--- src/rtl/bg_rot_ref_tracker.sv ---
// Affine reference point tracker for the rotation/scaling BGs.
// Each BG lane keeps a programmed (latched) and a running reference per axis.

module bg_rot_ref_lane #(
  parameter int REF_W  = 28,
  parameter int STEP_W = 16
) (
  input  logic              clk,
  input  logic              rst_n,
  input  logic              x_wr,
  input  logic              y_wr,
  input  logic [REF_W-1:0]  x_in,
  input  logic [REF_W-1:0]  y_in,
  input  logic [STEP_W-1:0] pb,
  input  logic [STEP_W-1:0] pd,
  input  logic              step,
  input  logic              reload,
  output logic [REF_W-1:0]  int_x,
  output logic [REF_W-1:0]  int_y
);
  logic [REF_W-1:0] lat_x, lat_y;
  logic [REF_W-1:0] pb_ext, pd_ext;

  assign pb_ext = {{(REF_W-STEP_W){pb[STEP_W-1]}}, pb};
  assign pd_ext = {{(REF_W-STEP_W){pd[STEP_W-1]}}, pd};

  // Priority: CPU write beats frame reload beats line step.
  always_ff @(posedge clk or negedge rst_n) begin
    if (!rst_n) begin
      lat_x <= '0;
      lat_y <= '0;
      int_x <= '0;
      int_y <= '0;
    end else begin
      if (x_wr) lat_x <= x_in;
      if (y_wr) lat_y <= y_in;
      if (x_wr)        int_x <= x_in;
      else if (reload) int_x <= lat_x;
      else if (step)   int_x <= int_x + pb_ext;
      if (y_wr)        int_y <= y_in;
      else if (reload) int_y <= lat_y;
      else if (step)   int_y <= int_y + pd_ext;
    end
  end
endmodule

module bg_rot_ref_tracker #(
  parameter int NUM_ROT_BG  = 2,
  parameter int REF_W       = 28,
  parameter int STEP_W      = 16,
  parameter int V_LINES     = 160,
  parameter int TOTAL_LINES = 228,
  localparam int SEL_W      = (NUM_ROT_BG > 1) ? $clog2(NUM_ROT_BG) : 1
) (
  input  logic                         clk,
  input  logic                         rst_n,
  input  logic                         line_end,
  input  logic [NUM_ROT_BG-1:0]        ref_x_wr,
  input  logic [NUM_ROT_BG-1:0]        ref_y_wr,
  input  logic [NUM_ROT_BG*REF_W-1:0]  ref_x_in,
  input  logic [NUM_ROT_BG*REF_W-1:0]  ref_y_in,
  input  logic [NUM_ROT_BG*STEP_W-1:0] step_pb,
  input  logic [NUM_ROT_BG*STEP_W-1:0] step_pd,
  input  logic [NUM_ROT_BG-1:0]        rot_en,
  input  logic [SEL_W-1:0]             bg_sel,
  output logic [REF_W-1:0]             cur_x,
  output logic [REF_W-1:0]             cur_y,
  output logic [7:0]                   line_no,
  output logic                         vblank,
  output logic                         frame_start
);
  localparam logic [7:0] V_LAST = 8'(V_LINES - 1);
  localparam logic [7:0] T_LAST = 8'(TOTAL_LINES - 1);

  typedef enum logic {ACTIVE, VBLANK} state_t;
  state_t     state, state_nxt;
  logic [7:0] line_nxt;
  logic       wrap;
  logic       step_en;

  logic [NUM_ROT_BG-1:0][REF_W-1:0] int_x, int_y;

  always_ff @(posedge clk or negedge rst_n) begin
    if (!rst_n) begin
      state       <= ACTIVE;
      line_no     <= '0;
      frame_start <= 1'b0;
    end else begin
      state       <= state_nxt;
      line_no     <= line_nxt;
      frame_start <= wrap;
    end
  end

  always_comb begin
    state_nxt = state;
    line_nxt  = line_no;
    wrap      = 1'b0;
    step_en   = 1'b0;
    if (line_end) begin
      line_nxt = (line_no == T_LAST) ? 8'd0 : line_no + 8'd1;
      case (state)
        ACTIVE: begin
          step_en = 1'b1;
          if (line_no == V_LAST) state_nxt = VBLANK;
        end
        VBLANK: begin
          if (line_no == T_LAST) begin
            state_nxt = ACTIVE;
            wrap      = 1'b1;
          end
        end
        default: state_nxt = ACTIVE;
      endcase
    end
  end

  assign vblank = (state == VBLANK);

  for (genvar g = 0; g < NUM_ROT_BG; g++) begin : g_lane
    bg_rot_ref_lane #(.REF_W(REF_W), .STEP_W(STEP_W)) u_lane (
      .clk    (clk),
      .rst_n  (rst_n),
      .x_wr   (ref_x_wr[g]),
      .y_wr   (ref_y_wr[g]),
      .x_in   (ref_x_in[g*REF_W +: REF_W]),
      .y_in   (ref_y_in[g*REF_W +: REF_W]),
      .pb     (step_pb[g*STEP_W +: STEP_W]),
      .pd     (step_pd[g*STEP_W +: STEP_W]),
      .step   (step_en & rot_en[g]),
      .reload (wrap),
      .int_x  (int_x[g]),
      .int_y  (int_y[g])
    );
  end

  // Out-of-range selects fall back to BG0.
  always_comb begin
    cur_x = int_x[0];
    cur_y = int_y[0];
    for (int i = 1; i < NUM_ROT_BG; i++) begin
      if (bg_sel == SEL_W'(i)) begin
        cur_x = int_x[i];
        cur_y = int_y[i];
      end
    end
  end
endmodule

--- config.mk ---
export PLATFORM = sky130hd
export DESIGN_NAME = bg_rot_ref_tracker
export DESIGN_NICKNAME = d
export VERILOG_FILES = /design/src/rtl/bg_rot_ref_tracker.sv
export SDC_FILE = /design/constraint.sdc
export NUM_CORES = 1
export LEC_CHECK = 0
export BUFFER_PORTS_ARGS = -buffer_cell sky130_fd_sc_hd__buf_2
export CELL_PAD_IN_SITES_DETAIL_PLACEMENT = 1
export CELL_PAD_IN_SITES_GLOBAL_PLACEMENT = 2
export CORE_UTILIZATION = 38
export CTS_CLUSTER_DIAMETER = 30
export DETAILED_ROUTE_END_ITERATION = 16
export MAX_ROUTING_LAYER = met4
export PLACE_DENSITY_LB_ADDON = 0.1
export SETUP_SLACK_MARGIN = 0.4
export SLEW_MARGIN = 15
export SYNTH_ARGS = -nofsm -noshare
export SYNTH_HDL_FRONTEND = slang
export SYNTH_SLANG_ARGS = --single-unit
--- constraint.sdc ---
create_clock -name clk -period 7.06 [get_ports clk]
set_clock_uncertainty 0.05 [all_clocks]
set_input_delay 1.412 -clock clk [delete_from_list [all_inputs] [get_ports clk]]
set_output_delay 1.412 -clock clk [all_outputs]
set_load 0.01 [all_outputs]
==> flow_summary.yaml <==
status:
  status: "completed"
clock_tree:
  cts_buffers: 72
  cts_hold_buf: 0
  cts_tree: "done"
  clock_sinks: 234
  clockBufferDepth: 3
  clk-insertion-delay-late_ps: 590
  cts_root_buf: "clkbuf_16"
  cts_setup_buffers: 0
  cts.clk_slew.worst_paths_ps: 40
  cts_resized: 0
  ctsHtreeMaxLevel: 3
synthesis:
  synth_cell_type_count: 81
  yosysWarnings: 0
  syn_nets: 2192
  synth-edff-count: 0
  ys_seq_area_share_pct: 35.5
  syn_inst: 1893
  synthesis.area_mm2: 0.0165
  syn_avg_cell_area_um2: 8.71
  synth-seq-cells: 234
  synth_flop_cell: "dfrtp_1"
  ys_async_sr_fraction_pct: 100
routing:
  initialDrtViolationCount: 767
  ant_nets: 0
  wl_mm: 59.7
  remaining_drc_errors: 0
  dr_total_vias: 15600
  firstDrtPassIters: 5
  vias_per_cell: 5.64
  wl_per_cell_um: 21.6
die:
  num_rows: 75
  die_w_um: 210
  start_util_pct: 38.9
  die_area_mm2: 0.0442
  die_h_um: 210
  io_pins: 252
  core-area_mm2: 0.0424
power_and_ir_drop:
  p_leak_nw: 9.59
  vdd_drop_max_mv: 0.251
  p_total_mw: 6.98
  powerDensity_mw_per_mm2: 337
global_route:
  grt_overflow: 0
  antenna_found_initial: 2
  grt_usage_pct: 28.3
  grt_pass1_vias: 16500
  grt_max_degree: 154
  grt_pass1_wl_mm: 94.3
timing:
  fin_tns_setup_ps: 0
  setup-violations-final: 0
  worstMarginPinSlew_ps: 1110
  rsz0062_at_grt: "no"
  hold_viol_final: 0
  slew-limit-headroom_pct: 25.9
  period_minus_slack_ps: 4390
  period_share_pct: 62.2
  final_max_slew_viol_count: 0
  max_freq_ghz: 0.228
final_layout:
  layout.cells.non_filler: 2766
  final_cell_mix: "buf_2, o21ai_0, dfrtp_1"
  drive_above_1_share_pct: 22.9
  fin_nets: 2428
  post-route-util_pct: 48.9
  area_growth_pct: 25.7
  final_cell_area_mm2: 0.0207
  layout_commonest_cell: "buf_2"
run:
  cap_viol_max_count: 0
worst_setup_path:
  startpoint_type: "input pin"
  required_ps: 5600
  crit_path_max_fanout: 44
  arrival_ps: 2930
  r2r_cells: 8
  end_kind: "primary output"
  path_class: "in2out"
placement:
  port_buffers: 251
  post-dp-hpwl_mm: 43.1
  place.gp.congestion: 0.915
  dpl_cell_area_mm2: 0.0182
  dp_cells: 2632
min_path:
  hold_path.class: "reg2reg"
  min_path_cells: 1
## area by class of cell
cell class	instances	area, µm²
well taps	577	722
multi-input cells	1447	9830
clock buffers	95	2050
fillers	4981	21700
diodes	2	5.00
repair buffers	263	1370
inverters	111	419
flip-flops and latches	234	5860
clock inverters	37	473
## power by group
group	internal [mW]	leakage (nW)	switching, mW
logic	0.806	5.54	1.05
registers	1.54	2.80	0.257
clock network	2.36	1.25	0.968
## cells in the mapped netlist, types with 21 or more instances
| master | number | area (µm²) |
|---|---|---|
| o21ai_0 | 246 | 1230 |
| dfrtp_1 | 234 | 5860 |
| nand2_1 | 213 | 800 |
| a21oi_1 | 118 | 591 |
| ha_1 | 109 | 1360 |
| inv_1 | 109 | 409 |
| mux2_2 | 96 | 1080 |
| nor2_1 | 93 | 349 |
| clkbuf_1 | 76 | 285 |
| a21o_1 | 48 | 360 |
| xnor2_1 | 47 | 412 |
| xor2_1 | 45 | 394 |
| nor3_1 | 38 | 190 |
| o211ai_1 | 35 | 263 |
| a211oi_1 | 28 | 210 |
| nand3_1 | 24 | 120 |
| a31oi_1 | 21 | 131 |
## worst paths after layout
check	start	to	slack, ps
max	bg_sel	cur_x[1]	2670
min reg2reg	g_lane[1].u_lane.lat_y[20]$_DFFE_PN0P_	g_lane[1].u_lane.lat_y[20]$_DFFE_PN0P_	450
min in group asynchronous	rst_n	g_lane[1].u_lane.lat_y[2]$_DFFE_PN0P_	780
min	g_lane[1].u_lane.lat_y[20]$_DFFE_PN0P_	g_lane[1].u_lane.lat_y[20]$_DFFE_PN0P_	450
max in group asynchronous	rst_n	g_lane[0].u_lane.lat_x[12]$_DFFE_PN0P_	4790
max reg2reg	line_no[2]$_DFFE_PN0P_	g_lane[1].u_lane.int_y[23]$_DFFE_PN0P_	3340
## per-layer routing
layer	GRT usage, %	routed length [µm]
met3	5.13	2630
met4	8.63	1420
met5	-	0
met1	35.9	27200
met2	45.8	28400
## sequential cells by signal, summed over array words and instances (netlist names)
name and flops:
frame_start 1, g_lane.u_lane.lat_x 56, vblank 1, line_no 8, g_lane.u_lane.int_x 56, g_lane.u_lane.lat_y 56
g_lane.u_lane.int_y 56
## through the flow
stage	setup WS, ps	hold WS, ps
finish	2670	449
global route	2630	462
CTS	2710	453
detailed placement	2620	444
global placement	2690	433
floorplan	3110	421
## worst max-delay path: stages
cell and delay [ps]:
buf_2 290, buf_4 580, o21ai_0 370, buf_2 240
## logic make-up (layout without fill, tap and decap cells)
logic type / Yosys count / after routing / share of synthesized area, %
fa+ha+maj: 113 / 113 / 8.75
other cells: 0 / 2 / 0
mux: 107 / 107 / 7.22
flops: 234 / 234 / 35.5
simple gates: 469 / 469 / 13.0
xor+xnor: 92 / 92 / 4.88
compound gates: 666 / 666 / 25.7
buf+inv: 212 / 506 / 4.96
(Power assumes the default switching activity.)
